## config.mk

```make
export PLATFORM = sky130hd
export DESIGN_NAME = stream_mux_rr
export DESIGN_NICKNAME = d
export VERILOG_FILES = /design/src/rtl/stream_mux_rr.sv
export SDC_FILE = /design/constraint.sdc
export NUM_CORES = 1
export LEC_CHECK = 0
export CAP_MARGIN = 20
export CORE_AREA = 10 10 64 66
export DETAILED_ROUTE_END_ITERATION = 10
export DIE_AREA = 0 0 74 76
export PLACE_DENSITY = 0.77
export SETUP_SLACK_MARGIN = 0.1
export SYNTH_ARGS = -nofsm -noshare
export SYNTH_HDL_FRONTEND = slang
export SYNTH_SLANG_ARGS = --single-unit
```

## constraint.sdc

```tcl
create_clock -name clk -period 2.53 [get_ports clk]
set_clock_uncertainty 0.1 [all_clocks]
set_input_delay 0.506 -clock clk [delete_from_list [all_inputs] [get_ports clk]]
set_output_delay 0.506 -clock clk [all_outputs]
set_load 0.1 [all_outputs]
```

## src/rtl/stream_mux_rr.sv

```systemverilog
// N-channel registered stream multiplexer with fixed-select or round-robin arbitration.
// Optional accepted-output counter port out_count is enabled by defining STREAM_MUX_CNT_EN.
module stream_mux_rr #(
    parameter int WIDTH = 8,
    parameter int N     = 4,
    parameter int SEL_W = $clog2(N)
) (
    input  logic               clk,
    input  logic               rst,
    input  logic [N*WIDTH-1:0] in_data,
    input  logic [N-1:0]       in_valid,
    output logic [N-1:0]       in_ready,
    input  logic               mode,
    input  logic [SEL_W-1:0]   sel,
    output logic [WIDTH-1:0]   out_data,
    output logic [SEL_W-1:0]   out_chan,
    output logic               out_valid,
    input  logic               out_ready
`ifdef STREAM_MUX_CNT_EN
    ,
    output logic [15:0]        out_count
`endif
);

    logic [N-1:0]     grant;
    logic [SEL_W-1:0] last;
    logic             rr_found;
    logic [WIDTH-1:0] data_mux;
    logic [SEL_W-1:0] chan_mux;
    logic             can_load;
    logic             take;

    logic [WIDTH-1:0] data_p0;
    logic [SEL_W-1:0] chan_p0;
    logic             vld_p0;

    // Round-robin search visits last+1 .. last (mod N); fixed mode ignores out-of-range sel.
    always_comb begin
        grant    = '0;
        rr_found = 1'b0;
        if (!mode) begin
            for (int i = 0; i < N; i++) begin
                grant[i] = in_valid[i] && (sel == SEL_W'(i));
            end
        end else begin
            for (int off = 1; off <= N; off++) begin
                for (int i = 0; i < N; i++) begin
                    if (!rr_found && in_valid[i] && (((int'(last) + off) % N) == i)) begin
                        grant[i] = 1'b1;
                        rr_found = 1'b1;
                    end
                end
            end
        end
    end

    always_comb begin
        data_mux = '0;
        chan_mux = '0;
        for (int i = 0; i < N; i++) begin
            if (grant[i]) begin
                data_mux = in_data[i*WIDTH +: WIDTH];
                chan_mux = SEL_W'(i);
            end
        end
    end

    assign can_load = !vld_p0 || out_ready;
    assign in_ready = rst ? '0 : (grant & {N{can_load}});
    assign take     = |(in_valid & in_ready);

    // Stage p0: single-entry output register
    always_ff @(posedge clk or posedge rst) begin
        if (rst) begin
            vld_p0  <= 1'b0;
            data_p0 <= '0;
            chan_p0 <= '0;
            last    <= SEL_W'(N - 1);
        end else if (take) begin
            vld_p0  <= 1'b1;
            data_p0 <= data_mux;
            chan_p0 <= chan_mux;
            if (mode) begin
                last <= chan_mux;
            end
        end else if (vld_p0 && out_ready) begin
            vld_p0 <= 1'b0;
        end
    end

    assign out_data  = data_p0;
    assign out_chan  = chan_p0;
    assign out_valid = vld_p0;

`ifdef STREAM_MUX_CNT_EN
    logic [15:0] cnt;

    always_ff @(posedge clk or posedge rst) begin
        if (rst) begin
            cnt <= '0;
        end else if (vld_p0 && out_ready) begin
            cnt <= cnt + 16'd1;
        end
    end

    assign out_count = cnt;
`endif

endmodule

```

==> flow_metrics.env <==
export IMPL_first_iter_violations=85
export IMPL_drt_pass1_iterations=4
export IMPL_syn_num_nets=186
export IMPL_synth_cell_type_count=31
export IMPL_cpPeakStageDelay_ns=0.53
export IMPL_cpMaxStageDelayCell="dfstp_2"
export IMPL_yosys_cell_count_top_type="nand2_1"
export IMPL_die_w_um=74
export IMPL_p_clk_share_pct=6.1
export IMPL_timing_critical_path_required_ns=1.92
export IMPL_grt_max_degree=18
export IMPL_cts_tree="built"
export IMPL_route_antenna_remaining_nets=0
export IMPL_hold_path_class="reg2reg"
export IMPL_multi_input_area_um2=787
export IMPL_wl_per_cell_um=16.8
export IMPL_reg2reg_from="last[0]$_DFFE_PP1P_"
export IMPL_grt_usage_pct=13.8
export IMPL_clk_pin_slew_ns=0.08
export IMPL_cp_depth=5
export IMPL_fin_util_pct=67.6
export IMPL_rr_worst_depth=10
export IMPL_peakVddDrop_v=0.000817
export IMPL_power_density_nw_per_um2=1050
export IMPL_first_global_vias=1439
export IMPL_dp_hpwl_um=3230
export IMPL_seqPwrFrac_pct=19.3
export IMPL_fp_dieH_um=76
export IMPL_r2r_end="out_chan[1]$_DFFE_PP0P_"
export IMPL_internal_power_mw=0.864
export IMPL_r2r_setup_slack_ns=0.19
export IMPL_area_growth_pct=83.2
export IMPL_combPwrFrac_pct=74.6
export IMPL_setup_viol=0
export IMPL_root_buffer="clkbuf_4"
export IMPL_yosys_top_cells_area="dfrtp_1 (25%), nand2_1 (13%), a41o_1 (8.3%)"
export IMPL_fin_nets=262
export IMPL_cp_top_family="flip-flops"
export IMPL_core_area_um2=2930
export IMPL_antenna_found_initial=0
export IMPL_synth_cells=144
export IMPL_outcome="complete, no violations"
export IMPL_path_class="reg2out"
export IMPL_p_switching_mw=1.22
export IMPL_cts_buffers=3
export IMPL_total_leakage_power_nw=0.828
export IMPL_initial_core_util_pct=36.9
export IMPL_cp_data_arrival_time_ns=1.91
export IMPL_hold_viol=0
export IMPL_swShare_pct=58.5
export IMPL_cts_hold_fix_buffers=0
export IMPL_end_kind="output pin"
export IMPL_h_tree_depth=1
export IMPL_fin_crit_ns=2.51
export IMPL_place_gp_congestion=0.787
export IMPL_synth_seq_cells=13
export IMPL_seq_area_frac_synth_pct=30.3
export IMPL_die_area_um2=5620
export IMPL_rsz0062_at_grt="true"
export IMPL_fillCellCount=236
export IMPL_drive_gt1_share_pct=28.8
export IMPL_max_freq_mhz=398
export IMPL_whs_ns=0.444
export IMPL_crit_start="last[0]$_DFFE_PP1P_"
export IMPL_synth_top_flop_cell="dfrtp_1"
export IMPL_synth_avg_cell_area_um2=7.51
export IMPL_path_cells="or3b_4, a311oi_4, a41oi_2, nor2_4, buf_12"
export IMPL_synthTopCellsByCount="nand2_1 (36), nor2_1 (19), o21ai_0 (13)"
export IMPL_clk_latency_ns=0.27
export IMPL_yosysWarnings=0
export IMPL_cp_endpoint="in_ready[3]"
export IMPL_regArea_um2=328
export IMPL_yosysTopAreaCellShare_pct=25.5
export IMPL_num_rows=20
export IMPL_remaining_drc_errors=0
export IMPL_worstSetupStartpointType="flip-flop"
export IMPL_cts_sinks=13
export IMPL_critPathBufInv=1
export IMPL_hold_start="out_chan[0]$_DFFE_PP0P_"
export IMPL_max_cap_violations=0
export IMPL_syn_area_um2=1080
export IMPL_fin_crit_sh_pct=99.3
export IMPL_cp_max_fo=2
export IMPL_avgViaCountPerCell=5.51
export IMPL_antenna_cells=0
export IMPL_synth_async_sr_flop_share_pct=100
export IMPL_num_io_pins=57
export IMPL_clk_path_buf_depth=2
export IMPL_portBuffers=56
export IMPL_grt_pass1_wl_um=6460
export IMPL_yosysTopAreaCell="dfrtp_1"
export IMPL_worst_pin_slew_ns=0.488
export IMPL_grt_overflow_total=0
export IMPL_wirelength_um=4240
export IMPL_drv_slew=0
export IMPL_dr_total_vias=1389
export IMPL_slew_headroom_pct=67.4
export IMPL_synth_edff_count=0
## state kept, by name (all words and copies together), names as in the netlist
register / flops
out_valid: 1
out_data: 8
out_chan: 2
last: 2
## metal layers
metal  part of all wire [%]  track usage (%)  routed length [um]
met1                     37             14.6                1590
met2                     52             24.0                2210
met3                    9.2             6.64                 390
met4                    1.3             2.43                  54
met5                      0                0                   0
## power groups by stage
stage                     sequential (mW)  combinational (mW)  clock [mW]
final                               0.402                1.55       0.127
after CTS                           0.407                1.47       0.130
after floorplan                      1.01               0.449           0
after global placement              0.403                1.44           0
after global routing                0.414                1.62       0.141
after detailed placement            0.408                1.46           0
## logic make-up (layout without fill, tap and decap cells)
family          Yosys count  in the layout  share of synthesized area (%)
compound gates           51             51                           36.7
buf+inv                  13             88                           6.37
flops                    13             13                           30.3
simple gates             67             67                           26.6
## metrics by stage
step | power, mW | worst slack (ns) | setup TNS [ns] | instances | instance area (um2)
after global placement | 1.84 | -0.102 | -1.10 | 245 | 1840
after global routing | 2.18 | -0.0659 | -0.0965 | 252 | 1980
after CTS | 2.00 | -0.0381 | -0.0381 | 250 | 1880
after detailed placement | 1.87 | -0.161 | -1.91 | 245 | 1840
final | 2.08 | 0.0178 | 0 | 252 | 1980
after floorplan | 1.46 | -0.152 | -0.152 | 144 | 1120
## tightest hold or removal path: cells and delay by family (launching register included)
| family | cells | cell delay [ns] |
|---|---|---|
| compound gates | 1 | 0.10 |
| flops | 1 | 0.35 |
| simple gates | 1 | 0.05 |
## what timing repair did
action                     CTS  global route
gates resized for setup      8            16
setup buffers                1             2
pin swaps                    4             5
setup endpoints to repair    4            14
cloned                       0             1
## cell usage in the layout (no fill, tap or decap), types with 2 or more instances in the layout
cell             synthesis  routed
a21o_1                   3       3
a21oi_1                  6       5
a31oi_1                  9       9
a31oi_4                  1       2
a41o_1                   9       9
and2_1                   2       2
buf_12                   0       5
buf_4                    1      30
buf_6                    1       4
clkbuf_4                 0       3
clkdlybuf4s50_1          0      35
dfrtp_1                 11      11
dfstp_2                  2       2
dlygate4sd2_1            0       3
dlymetal6s2s_1           0       2
inv_1                    3       3
nand2_1                 36      36
nand2b_1                 4       3
nor2_1                  19      14
nor2_4                   0       4
o21ai_0                 13      12
## area by class of cell
class | count | area share [%]
clock buffers | 4 | 1.33
inverters | 3 | 0.569
multi-input cells | 118 | 39.7
flip-flops and latches | 13 | 16.6
well taps | 33 | 2.08
repair buffers | 81 | 39.7
## worst min-delay path by stage
| stage | endpoint | depth (start not counted) | slack [ns] |
|---|---|---|---|
| 3_5_place_dp | out_chan[0]$_DFFE_PP0P_ | 2 | 0.42 |
| 3_3_place_gp | out_valid$_DFFE_PP0P_ | 1 | 0.41 |
| 2_1_floorplan | out_chan[0]$_DFFE_PP0P_ | 1 | 0.28 |
| 6_report | out_chan[0]$_DFFE_PP0P_ | 2 | 0.44 |
| 4_1_cts | out_chan[0]$_DFFE_PP0P_ | 2 | 0.44 |
| 5_1_grt | out_chan[0]$_DFFE_PP0P_ | 2 | 0.48 |
Note: power is estimated with default switching activity, not from simulation.
